<file path="config.mk">
export PLATFORM = sky130hd
export DESIGN_NAME = pixel_frame_writer_flat
export DESIGN_NICKNAME = d
export VERILOG_FILES = /design/src/rtl/pfw_pkg.sv /design/src/rtl/pixel_frame_writer_if.sv /design/src/rtl/pfw_pixel_fifo.sv /design/src/rtl/pixel_frame_writer.sv /design/src/flat_wrapper.sv
export SDC_FILE = /design/constraint.sdc
export NUM_CORES = 1
export LEC_CHECK = 0
export ABC_AREA = 1
export BUFFER_PORTS_ARGS = -buffer_cell sky130_fd_sc_hd__buf_2
export CAP_MARGIN = 30
export CORE_ASPECT_RATIO = 0.8
export CORE_MARGIN = 4
export CORE_UTILIZATION = 29
export CTS_CLUSTER_SIZE = 24
export DETAILED_ROUTE_END_ITERATION = 7
export GPL_ROUTABILITY_DRIVEN = 0
export HOLD_SLACK_MARGIN = 0.15
export PLACE_DENSITY = 0.43
export SETUP_SLACK_MARGIN = 0.02
export SKIP_LAST_GASP = 1
export SLEW_MARGIN = 10
export SYNTH_ARGS = -nofsm -noshare
export SYNTH_HDL_FRONTEND = slang
export SYNTH_HIERARCHICAL = 1
export SYNTH_SLANG_ARGS = --single-unit
export TNS_END_PERCENT = 5
</file>
<file path="constraint.sdc">
create_clock -name avm_clk -period 5.3 [get_ports avm_clk]
set_input_delay 0.795 -clock avm_clk [delete_from_list [all_inputs] [get_ports avm_clk]]
set_output_delay 0.795 -clock avm_clk [all_outputs]
set_load 0.005 [all_outputs]
</file>
<file path="src/rtl/pfw_pkg.sv">
// Shared types and constants for the pixel frame writer.
package pfw_pkg;

    typedef enum logic {S_IDLE, S_WRITE} state_t;

    typedef logic [23:0] pixel_t;

    localparam int unsigned WORD_BYTES = 4;
    localparam int unsigned WORD_SHIFT = $clog2(WORD_BYTES);

endpackage

</file>
<file path="src/rtl/pixel_frame_writer_if.sv">
// Avalon-MM write-only master bundle between the pixel writer and the frame buffer.
interface pixel_frame_writer_if #(
    parameter int unsigned ADDR_W = 32
) ();

    logic [ADDR_W-1:0] avm_address;
    logic              avm_write;
    logic [31:0]       avm_writedata;
    logic              avm_waitrequest;

    modport master (
        output avm_address,
        output avm_write,
        output avm_writedata,
        input  avm_waitrequest
    );

    modport slave (
        input  avm_address,
        input  avm_write,
        input  avm_writedata,
        output avm_waitrequest
    );

endinterface

</file>
<file path="src/rtl/pfw_pixel_fifo.sv">
// Show-ahead synchronous FIFO: dout always presents the head entry while not empty.
module pfw_pixel_fifo #(
    parameter int unsigned DEPTH = 8,
    parameter int unsigned WIDTH = 24
) (
    input  logic                     avm_clk,
    input  logic                     avm_rst,
    input  logic                     push,
    input  logic                     pop,
    input  logic                     flush,
    input  logic [WIDTH-1:0]         din,
    output logic [WIDTH-1:0]         dout,
    output logic [$clog2(DEPTH):0]   count,
    output logic                     full,
    output logic                     empty
);

    localparam int unsigned AW = $clog2(DEPTH);
    localparam int unsigned CW = AW + 1;

    logic [WIDTH-1:0] mem_q [DEPTH];
    logic [AW-1:0]    wr_ptr_q, rd_ptr_q;
    logic [CW-1:0]    count_q;
    logic             wr_en, rd_en;

    assign full  = (count_q == CW'(DEPTH));
    assign empty = (count_q == '0);
    assign wr_en = push & ~full;
    assign rd_en = pop & ~empty;
    assign dout  = mem_q[rd_ptr_q];
    assign count = count_q;

    // Pointers wrap naturally because DEPTH is a power of two.
    always_ff @(posedge avm_clk or posedge avm_rst) begin
        if (avm_rst) begin
            wr_ptr_q <= '0;
            rd_ptr_q <= '0;
            count_q  <= '0;
        end else if (flush) begin
            wr_ptr_q <= '0;
            rd_ptr_q <= '0;
            count_q  <= '0;
        end else begin
            if (wr_en) wr_ptr_q <= wr_ptr_q + AW'(1);
            if (rd_en) rd_ptr_q <= rd_ptr_q + AW'(1);
            case ({wr_en, rd_en})
                2'b10:   count_q <= count_q + CW'(1);
                2'b01:   count_q <= count_q - CW'(1);
                default: count_q <= count_q;
            endcase
        end
    end

    always_ff @(posedge avm_clk) begin
        if (wr_en && !flush) mem_q[wr_ptr_q] <= din;
    end

endmodule

</file>
<file path="src/rtl/pixel_frame_writer.sv">
// Buffers incoming pixels and writes them as 32-bit words into a raster frame buffer
// over Avalon-MM, tracking x/y position and reporting frame completion and overflow.
module pixel_frame_writer
    import pfw_pkg::*;
#(
    parameter int unsigned       FRAME_W     = 640,
    parameter int unsigned       FRAME_H     = 480,
    parameter int unsigned       LINE_STRIDE = 1024,
    parameter int unsigned       ADDR_W      = 32,
    parameter logic [ADDR_W-1:0] BASE_ADDR   = '0,
    parameter int unsigned       FIFO_DEPTH  = 8
) (
    input  logic                 avm_clk,
    input  logic                 avm_rst,
    input  pixel_t               i_data,
    input  logic                 i_valid,
    input  logic                 i_restart,
    pixel_frame_writer_if.master avm,
    output logic                 o_frame_done,
    output logic                 o_overflow,
    output logic                 o_busy
);

    localparam int unsigned XW = (FRAME_W > 1) ? $clog2(FRAME_W) : 1;
    localparam int unsigned YW = (FRAME_H > 1) ? $clog2(FRAME_H) : 1;

    state_t                   state_q, state_d;
    logic [XW-1:0]            x_q, x_d, nx;
    logic [YW-1:0]            y_q, y_d, ny;
    logic                     wrap;
    logic                     write_q, write_d;
    logic [ADDR_W-1:0]        addr_q, addr_d;
    logic [31:0]              data_q, data_d;
    logic                     pend_q, pend_d;
    logic                     done_q, done_d;
    logic                     ovf_q, ovf_d;

    logic                     fifo_push, fifo_pop, fifo_full, fifo_empty;
    pixel_t                   fifo_dout;
    logic [$clog2(FIFO_DEPTH):0] fifo_count;

    function automatic logic [ADDR_W-1:0] pix_addr(logic [XW-1:0] x, logic [YW-1:0] y);
        logic [ADDR_W-1:0] word;
        word = ADDR_W'(y) * ADDR_W'(LINE_STRIDE) + ADDR_W'(x);
        return BASE_ADDR + (word << WORD_SHIFT);
    endfunction

    // A pixel arriving alongside restart belongs to the abandoned frame.
    assign fifo_push = i_valid & ~i_restart & ~fifo_full;

    pfw_pixel_fifo #(
        .DEPTH (FIFO_DEPTH),
        .WIDTH ($bits(pixel_t))
    ) u_fifo (
        .avm_clk (avm_clk),
        .avm_rst (avm_rst),
        .push    (fifo_push),
        .pop     (fifo_pop),
        .flush   (i_restart),
        .din     (i_data),
        .dout    (fifo_dout),
        .count   (fifo_count),
        .full    (fifo_full),
        .empty   (fifo_empty)
    );

    always_comb begin
        state_d  = state_q;
        x_d      = x_q;
        y_d      = y_q;
        write_d  = write_q;
        addr_d   = addr_q;
        data_d   = data_q;
        pend_d   = pend_q;
        done_d   = 1'b0;
        fifo_pop = 1'b0;
        nx       = x_q + XW'(1);
        ny       = y_q;
        wrap     = 1'b0;

        if (x_q == XW'(FRAME_W - 1)) begin
            nx = '0;
            if (y_q == YW'(FRAME_H - 1)) begin
                ny   = '0;
                wrap = 1'b1;
            end else begin
                ny = y_q + YW'(1);
            end
        end

        case (state_q)
            S_IDLE: begin
                if (!fifo_empty && !i_restart) begin
                    fifo_pop = 1'b1;
                    write_d  = 1'b1;
                    addr_d   = pix_addr(x_q, y_q);
                    data_d   = {8'h00, fifo_dout};
                    state_d  = S_WRITE;
                end
            end
            S_WRITE: begin
                if (!avm.avm_waitrequest) begin
                    // A write held across a restart completes without moving the raster.
                    if (pend_q || i_restart) begin
                        write_d = 1'b0;
                        pend_d  = 1'b0;
                        state_d = S_IDLE;
                    end else begin
                        x_d    = nx;
                        y_d    = ny;
                        done_d = wrap;
                        if (!fifo_empty) begin
                            fifo_pop = 1'b1;
                            addr_d   = pix_addr(nx, ny);
                            data_d   = {8'h00, fifo_dout};
                        end else begin
                            write_d = 1'b0;
                            state_d = S_IDLE;
                        end
                    end
                end else if (i_restart) begin
                    pend_d = 1'b1;
                end
            end
            default: state_d = S_IDLE;
        endcase

        if (i_restart) begin
            x_d = '0;
            y_d = '0;
        end
    end

    // Overflow is judged on the registered count, so a same-edge pop does not save the pixel.
    assign ovf_d = i_restart ? 1'b0 : (ovf_q | (i_valid & fifo_full));

    always_ff @(posedge avm_clk or posedge avm_rst) begin
        if (avm_rst) begin
            state_q <= S_IDLE;
            x_q     <= '0;
            y_q     <= '0;
            write_q <= 1'b0;
            addr_q  <= BASE_ADDR;
            data_q  <= '0;
            pend_q  <= 1'b0;
            done_q  <= 1'b0;
            ovf_q   <= 1'b0;
        end else begin
            state_q <= state_d;
            x_q     <= x_d;
            y_q     <= y_d;
            write_q <= write_d;
            addr_q  <= addr_d;
            data_q  <= data_d;
            pend_q  <= pend_d;
            done_q  <= done_d;
            ovf_q   <= ovf_d;
        end
    end

    assign avm.avm_write     = write_q;
    assign avm.avm_address   = addr_q;
    assign avm.avm_writedata = data_q;
    assign o_frame_done      = done_q;
    assign o_overflow        = ovf_q;
    assign o_busy            = (fifo_count != '0) | write_q;

endmodule

</file>
<file path="src/flat_wrapper.sv">
// flat-port wrapper written by rule: the top's interface ports become plain ports
module pixel_frame_writer_flat import pfw_pkg::*;
#(
    parameter int unsigned       FRAME_W     = 640,
    parameter int unsigned       FRAME_H     = 480,
    parameter int unsigned       LINE_STRIDE = 1024,
    parameter int unsigned       ADDR_W      = 32,
    parameter logic [ADDR_W-1:0] BASE_ADDR   = '0,
    parameter int unsigned       FIFO_DEPTH  = 8
)
  (avm_clk, avm_rst, i_data, i_valid, i_restart, o_frame_done, o_overflow, o_busy, avm_avm_address, avm_avm_write, avm_avm_writedata, avm_avm_waitrequest);
  pixel_frame_writer_if #(.ADDR_W(ADDR_W)) avm_i ();
  input  logic avm_clk;
  input  logic avm_rst;
  input  pixel_t i_data;
  input  logic i_valid;
  input  logic i_restart;
  output logic o_frame_done;
  output logic o_overflow;
  output logic o_busy;
  output wire logic [$bits(avm_i.avm_address)-1:0] avm_avm_address;
  output wire logic [$bits(avm_i.avm_write)-1:0] avm_avm_write;
  output wire logic [$bits(avm_i.avm_writedata)-1:0] avm_avm_writedata;
  input wire logic [$bits(avm_i.avm_waitrequest)-1:0] avm_avm_waitrequest;
  assign avm_avm_address = avm_i.avm_address;
  assign avm_avm_write = avm_i.avm_write;
  assign avm_avm_writedata = avm_i.avm_writedata;
  assign avm_i.avm_waitrequest = avm_avm_waitrequest;
  pixel_frame_writer #(.FRAME_W(FRAME_W), .FRAME_H(FRAME_H), .LINE_STRIDE(LINE_STRIDE), .ADDR_W(ADDR_W), .BASE_ADDR(BASE_ADDR), .FIFO_DEPTH(FIFO_DEPTH)) u_core (.avm_clk(avm_clk), .avm_rst(avm_rst), .i_data(i_data), .i_valid(i_valid), .i_restart(i_restart), .avm(avm_i), .o_frame_done(o_frame_done), .o_overflow(o_overflow), .o_busy(o_busy));
endmodule
</file>
# Word level (Yosys, flattened, before mapping)
# Memories as Yosys holds them, arrays and structs flattened.
# Cells that the tools add are included.
dict set report classes {
  add_sub_neg 8
  eq_ne 12
  muxes 50
  bitwise 11
  n_reduce_logical 16
}
# operator count
set op_table {}
lappend op_table {{32-bit two-way mux} 8}
lappend op_table {{32-bit one-hot mux with 2 select lines} 2}
lappend op_table {{9-bit two-way mux} 6}
lappend op_table {{10-bit two-way mux} 5}
lappend op_table {{19-bit by 10-bit adder with 20-bit output} 2}
lappend op_table {{1-bit two-way mux} 20}
lappend op_table {{3-bit two-way mux} 4}
lappend op_table {{10-bit by 1-bit adder with 10-bit output (second input constant)} 1}
lappend op_table {{10-bit equality test (second input constant)} 1}
lappend op_table {{2-bit != test (second input constant)} 5}
lappend op_table {{9-bit by 1-bit adder with 9-bit output (second input constant)} 1}
lappend op_table {{9-bit equality test (second input constant)} 1}
lappend op_table {{3-bit AND reduction} 3}
lappend op_table {{4-bit one-hot mux with 2 select lines} 1}
lappend op_table {{2-bit nonzero test} 4}
lappend op_table {{3-bit by 1-bit adder with 3-bit output (second input constant)} 2}
lappend op_table {{1-bit one-hot mux with 2 select lines} 3}
lappend op_table {{1-bit bitwise AND} 5}
lappend op_table {{4-bit by 1-bit adder with 4-bit output (second input constant)} 1}
lappend op_table {{4-bit equality test (second input constant)} 1}
lappend op_table {{4-bit logical NOT} 1}
lappend op_table {{4-bit two-way mux} 1}
lappend op_table {{1-bit inverter} 4}
lappend op_table {{4-bit AND reduction} 1}
lappend op_table {{other kinds (11)} 14}
dict set report word_totals {
  register_bits 98
  ramBits 192
  inputBits 29
  elab_cells 110
  mem_count 1
}
# name depth word_bits read_ports rd_ports_with_merged_regs write_ports line_no
set mem_list {}
lappend mem_list {u_core.u_fifo.mem_q 8 24 1 0 1 pfw_pixel_fifo.sv:21} ;# logic [WIDTH-1:0] mem_q [DEPTH];

# Logic depth before layout (Yosys ltp)
dict set report depth {
  depth_word 9
  ltp_mapped 21
  ltp_nobuf 20
}

# Modules after synthesis
# The synthesis kept the hierarchy.
# module instances cells_each area_each_um2 seq_area_each_um2
set by_module_without_submodules {}
lappend by_module_without_submodules {pfw_pixel_fifo 1 585 8155.3 6015.8}
lappend by_module_without_submodules {pixel_frame_writer 1 451 3505.9 1676.6}

# Worst setup path after synthesis
# Ideal clock, no wire load.
dict set report synth_path {
  kind {input-to-reg}
  startpoint {input port i_restart}
  endpoint {memory u_core.u_fifo.mem_q[0][0], enable pin}
  setup_ns 0.405
  arrival_time_ns 2.538
  t_required_ns 4.895
  path_slack_ns 2.357
  stages 5
  path_buffers 0
  path_cell_list {nor3b_1 nand2_4 nor2_1 nand2_1 nor2_1}
}
dict set report synth_via {
  elab_chain_cells 7
  word_cells_on_any_way 8
  cone_classes {mux: 2; bitwise: 4; reduce/logical: 2}
}
# element line_no
set synth_rtl {}
lappend synth_rtl {{start, declared} flat_wrapper.sv:17} ;# input logic i_restart;
lappend synth_rtl {{1-bit inverter} pixel_frame_writer.sv:49} ;# assign fifo_push = i_valid & ~i_restart & ~fifo_full;
lappend synth_rtl {{1-bit bitwise AND (2 in series)} pixel_frame_writer.sv:49}
lappend synth_rtl {{1-bit bitwise AND} pfw_pixel_fifo.sv:28} ;# assign wr_en = push & ~full;
lappend synth_rtl {{1-bit logical AND *} pfw_pixel_fifo.sv:55} ;# if (wr_en && !flush) mem_q[wr_ptr_q] <= din;
lappend synth_rtl {{1-bit two-way mux *} pfw_pixel_fifo.sv:55}
lappend synth_rtl {{1-bit two-way mux (implied by the code) *} pfw_pixel_fifo.sv:55}
lappend synth_rtl {{end, declared} pfw_pixel_fifo.sv:21}
# Mark *: on every way between the ends. The rest lies on a longest branch, timed or not.

# Final worst setup path
dict set report layout_path {
  startpoint {register u_core.u_fifo.count_q[0], in the netlist u_core/u_fifo/count[0]}
  endpoint {memory u_core.u_fifo.mem_q[0][6], enable pin}
}
dict set report layout_via {
  elab_chain_cells 7
}
# element line_no
set layout_rtl {}
lappend layout_rtl {{start, declared} pfw_pixel_fifo.sv:23} ;# logic [CW-1:0] count_q;
lappend layout_rtl {{start signal, assigned} pfw_pixel_fifo.sv:47} ;# 2'b10: count_q <= count_q + CW'(1);
lappend layout_rtl {{start signal, assigned} pfw_pixel_fifo.sv:48} ;# 2'b01: count_q <= count_q - CW'(1);
lappend layout_rtl {{start signal, assigned} pfw_pixel_fifo.sv:49} ;# default: count_q <= count_q;
lappend layout_rtl {{4-bit equality test} pfw_pixel_fifo.sv:26} ;# assign full = (count_q == CW'(DEPTH));
lappend layout_rtl {{net u_core.fifo_full} pixel_frame_writer.sv:38} ;# logic fifo_push, fifo_pop, fifo_full, fifo_empty;
lappend layout_rtl {{1-bit inverter} pixel_frame_writer.sv:49}
lappend layout_rtl {{1-bit bitwise AND} pixel_frame_writer.sv:49}
lappend layout_rtl {{net u_core.fifo_push} pixel_frame_writer.sv:38}
lappend layout_rtl {{1-bit bitwise AND} pfw_pixel_fifo.sv:28}
lappend layout_rtl {{1-bit logical AND} pfw_pixel_fifo.sv:55}
lappend layout_rtl {{1-bit two-way mux} pfw_pixel_fifo.sv:55}
lappend layout_rtl {{1-bit two-way mux (implied by the code)} pfw_pixel_fifo.sv:55}
# The timed path passes the listed nets, and every way through them passes these cells.

==> impl_metrics.env <==
export IMPL_status="finished, final reports clean"
export IMPL_yosysTopAreaCellShare=0.494
export IMPL_yosysSeqAreaShare=0.660
export IMPL_end_kind="register"
export IMPL_tns_ps=0
export IMPL_coreArea_mm2=0.0396
export IMPL_antennaDiodeCount=0
export IMPL_clockBufferDepth=3
export IMPL_rows=65
export IMPL_fin_ws_ps=2420
export IMPL_worst_slew_pin_slew_ps=806
export IMPL_grtUsageTotal=0.132
export IMPL_antenna_found_initial=1
export IMPL_ys_top_cells_by_count="266 x nand2_1, 192 x edfxtp_1, 83 x nor2_1"
export IMPL_path_max_fanout=16
export IMPL_cts_tree="built"
export IMPL_syn_avg_cell_area_um2=11.3
export IMPL_yosysUniqueCellTypes=41
export IMPL_setup_viol=0
export IMPL_dp_hpwl_um=17100
export IMPL_p_sw_mw=1.37
export IMPL_ant_nets=0
export IMPL_path_cells="nor2_1 > nand2_1 > inv_1 > nor3b_1 > nand2_4 > nor2_1 > nand2_1 > nor2_2 > buf_4"
export IMPL_ios=97
export IMPL_r2r_setup_slack_ps=2420
export IMPL_nNetsFinal=1150
export IMPL_report_final_slew_viol_count=0
export IMPL_relSlewSlack=0.462
export IMPL_crit_path_start_kind="register"
export IMPL_synth_most_common_cell="nand2_1"
export IMPL_synthToLayoutAreaGrowth_pct=16.1
export IMPL_p_int_mw=4.00
export IMPL_dr_pass1_iters=5
export IMPL_cts_sinks=269
export IMPL_synth_main_ff_cell="edfxtp_1"
export IMPL_ys_seq_elements=269
export IMPL_vias_per_cell=4.56
export IMPL_clkPwrFrac=0.397
export IMPL_grt_pass1_wl_um=45400
export IMPL_peakVddDrop_v=0.000210
export IMPL_skew_ps=7.32
export IMPL_grt_max_degree=75
export IMPL_clkTransAtPathRegs_ps=60
export IMPL_fp_dieW_um=232
export IMPL_worstSkewPairLatency_ps=550
export IMPL_r2r_end="u_core/u_fifo/mem_q[0][6]"
export IMPL_leakagePower_nw=5.25
export IMPL_layout_drive_gt1_share=0.160
export IMPL_whs_ps=203
export IMPL_critical_path_arrival_ps=3110
export IMPL_fin_crit_sh=0.543
export IMPL_holdBufCountCts=0
export IMPL_seq_power_share=0.474
export IMPL_sw_frac_of_total=0.256
export IMPL_r2r_start="u_core/u_fifo/count[0]"
export IMPL_worstRegToRegCells=9
export IMPL_fmax_mhz=348
export IMPL_yosysWarnings=6
export IMPL_root_buffer="clkbuf_16"
export IMPL_async_reset_ff_frac=0.286
export IMPL_die_y_um=187
export IMPL_crit_slowest_cell="nor2_2"
export IMPL_grt_pass1_vias=7563
export IMPL_cts_setup_buffers=0
export IMPL_grt_setup_unrepaired="false"
export IMPL_pwr_density_cell_mw_per_mm2=397
export IMPL_netlist_area_mm2=0.0117
export IMPL_vias=7636
export IMPL_synth_edff_count=192
export IMPL_wire_per_inst_um=17.3
export IMPL_cts_resized=0
export IMPL_h_tree_depth=1
export IMPL_crit_required_ps=5530
export IMPL_synth_largest_area_cell="edfxtp_1"
export IMPL_wirelength_um=28900
export IMPL_io_buffers=75
export IMPL_synth_cells=1036
export IMPL_fin_crit_ps=2880
export IMPL_comb_power_share=0.129
export IMPL_ys_top_cells_by_area="edfxtp_1 49%, dfrtp_1 17%, nand2_1 8.6%, mux2i_1 4.1%, o21ai_0 2.8%"
export IMPL_post_place_ws_ps=2150
export IMPL_gr_total_overflow=0
export IMPL_post_route_util=0.342
export IMPL_hp_class="input pin to asynchronous set/reset pin"
export IMPL_cap_violations=0
export IMPL_dieArea_mm2=0.0435
export IMPL_start_util=0.294
export IMPL_drc=0
export IMPL_crit_type="register to register"
export IMPL_cts_inserted_buffers=30
export IMPL_max_stage_delay_ps=520
export IMPL_timing_hold_violations_final=0
export IMPL_drt_iter0_drc=488
-- cell usage in the layout, fill, tap and decap left out, drive strengths merged, types with 3 or more instances in the layout --
cell	Yosys	routed
nand4	7	7
ha	6	6
buf	57	95
clkinv	1	13
clkbuf	12	41
inv	52	51
mux2i	48	48
conb	1	21
edfxtp	192	192
o21ai	77	77
dfrtp	77	77
bufinv	0	4
o22ai	50	50
nand3	37	37
nor2	90	90
nand2	282	282
xor2	4	4
nor3	3	3
a21oi	31	31
-- metrics by stage --
stage                     power (mW)  cells  instance area [µm²]
after floorplan                 2.96   1056                11700
after global placement          3.30   1617                12500
after detailed placement        3.31   1618                12500
after CTS                       5.47   1674                13500
after global routing            5.66   1674                13500
final                           5.37   1674                13500
-- worst max-delay path by stage --
stage                                             to  depth (start not counted)                    from  slack [ps]
after floorplan            u_core/u_fifo/mem_q[0][0]                          5               i_restart        2360
after global placement    u_core/u_fifo/mem_q[2][22]                          7               i_restart        2160
after detailed placement  u_core/u_fifo/mem_q[2][22]                          7               i_restart        2150
after CTS                  u_core/u_fifo/mem_q[0][8]                          9  u_core/u_fifo/count[0]        2390
after global routing          u_core/u_fifo/count[3]                         20  u_core/u_fifo/count[0]        2110
final                      u_core/u_fifo/mem_q[0][6]                          9  u_core/u_fifo/count[0]        2420
-- area by class of cell --
cell class,instances,area [µm²]
Clock inverter,15,166
Fill cell,3991,26100
Inverter,53,203
Clock buffer,41,843
Timing Repair Buffer,95,551
Tap cell,536,671
Multi-Input combinational cell,665,3400
Sequential cell,269,7700
-- power groups by stage --
stage / clock, mW / combinational [mW] / sequential, mW
final: 2.13 / 0.691 / 2.55
after global routing: 2.29 / 0.797 / 2.58
after CTS: 2.20 / 0.714 / 2.56
after detailed placement: 0 / 0.712 / 2.60
after global placement: 0 / 0.705 / 2.60
after floorplan: 0 / 0.379 / 2.58
-- registers in the layout, indices dropped and copies added (netlist names) --
name,count
u_core/avm.avm_write,1
u_core/state_q,1
u_core/o_frame_done,1
u_core/avm.avm_address,19
u_core/x_q,10
u_core/u_fifo/wr_ptr_q,3
u_core/u_fifo/count,4
u_core/avm.avm_writedata,24
u_core/y_q,9
u_core/o_overflow,1
u_core/u_fifo/rd_ptr_q,3
u_core/u_fifo/mem_q,192
u_core/pend_q,1
-- cells by family (layout without fill, tap and decap cells) --
kind of cell | after synthesis | after routing | synth area share
AND/OR/NAND/NOR | 423 | 423 | 0.155
flip-flops | 269 | 269 | 0.660
AO/OA/AOI/OAI | 162 | 162 | 0.0764
buffers and inverters | 122 | 204 | 0.0565
multiplexers | 48 | 48 | 0.0412
adder cells (fa/ha/maj) | 7 | 7 | 0.00815
XOR/XNOR | 4 | 4 | 0.00300
other | 1 | 21 | 0.000322
-- layer usage --
| layer | routed length [µm] | track usage | up-vias | share of wire |
|---|---|---|---|---|
| met2 | 12800 | 0.203 | 128 | 0.44 |
| li1 | - | - | 3699 | - |
| met4 | 529 | 0.0294 | 2 | 0.018 |
| met1 | 14100 | 0.192 | 3765 | 0.49 |
| met3 | 1430 | 0.0277 | 42 | 0.049 |
| met5 | 13 | 0 | - | 0.00045 |
-- critical path: cells and delay by family (launching register included) --
kind,cells,cell delay [ps]
simple gates,7,1610
flops,1,460
buf+inv,2,460
Note: power is estimated with default switching activity, not from simulation.
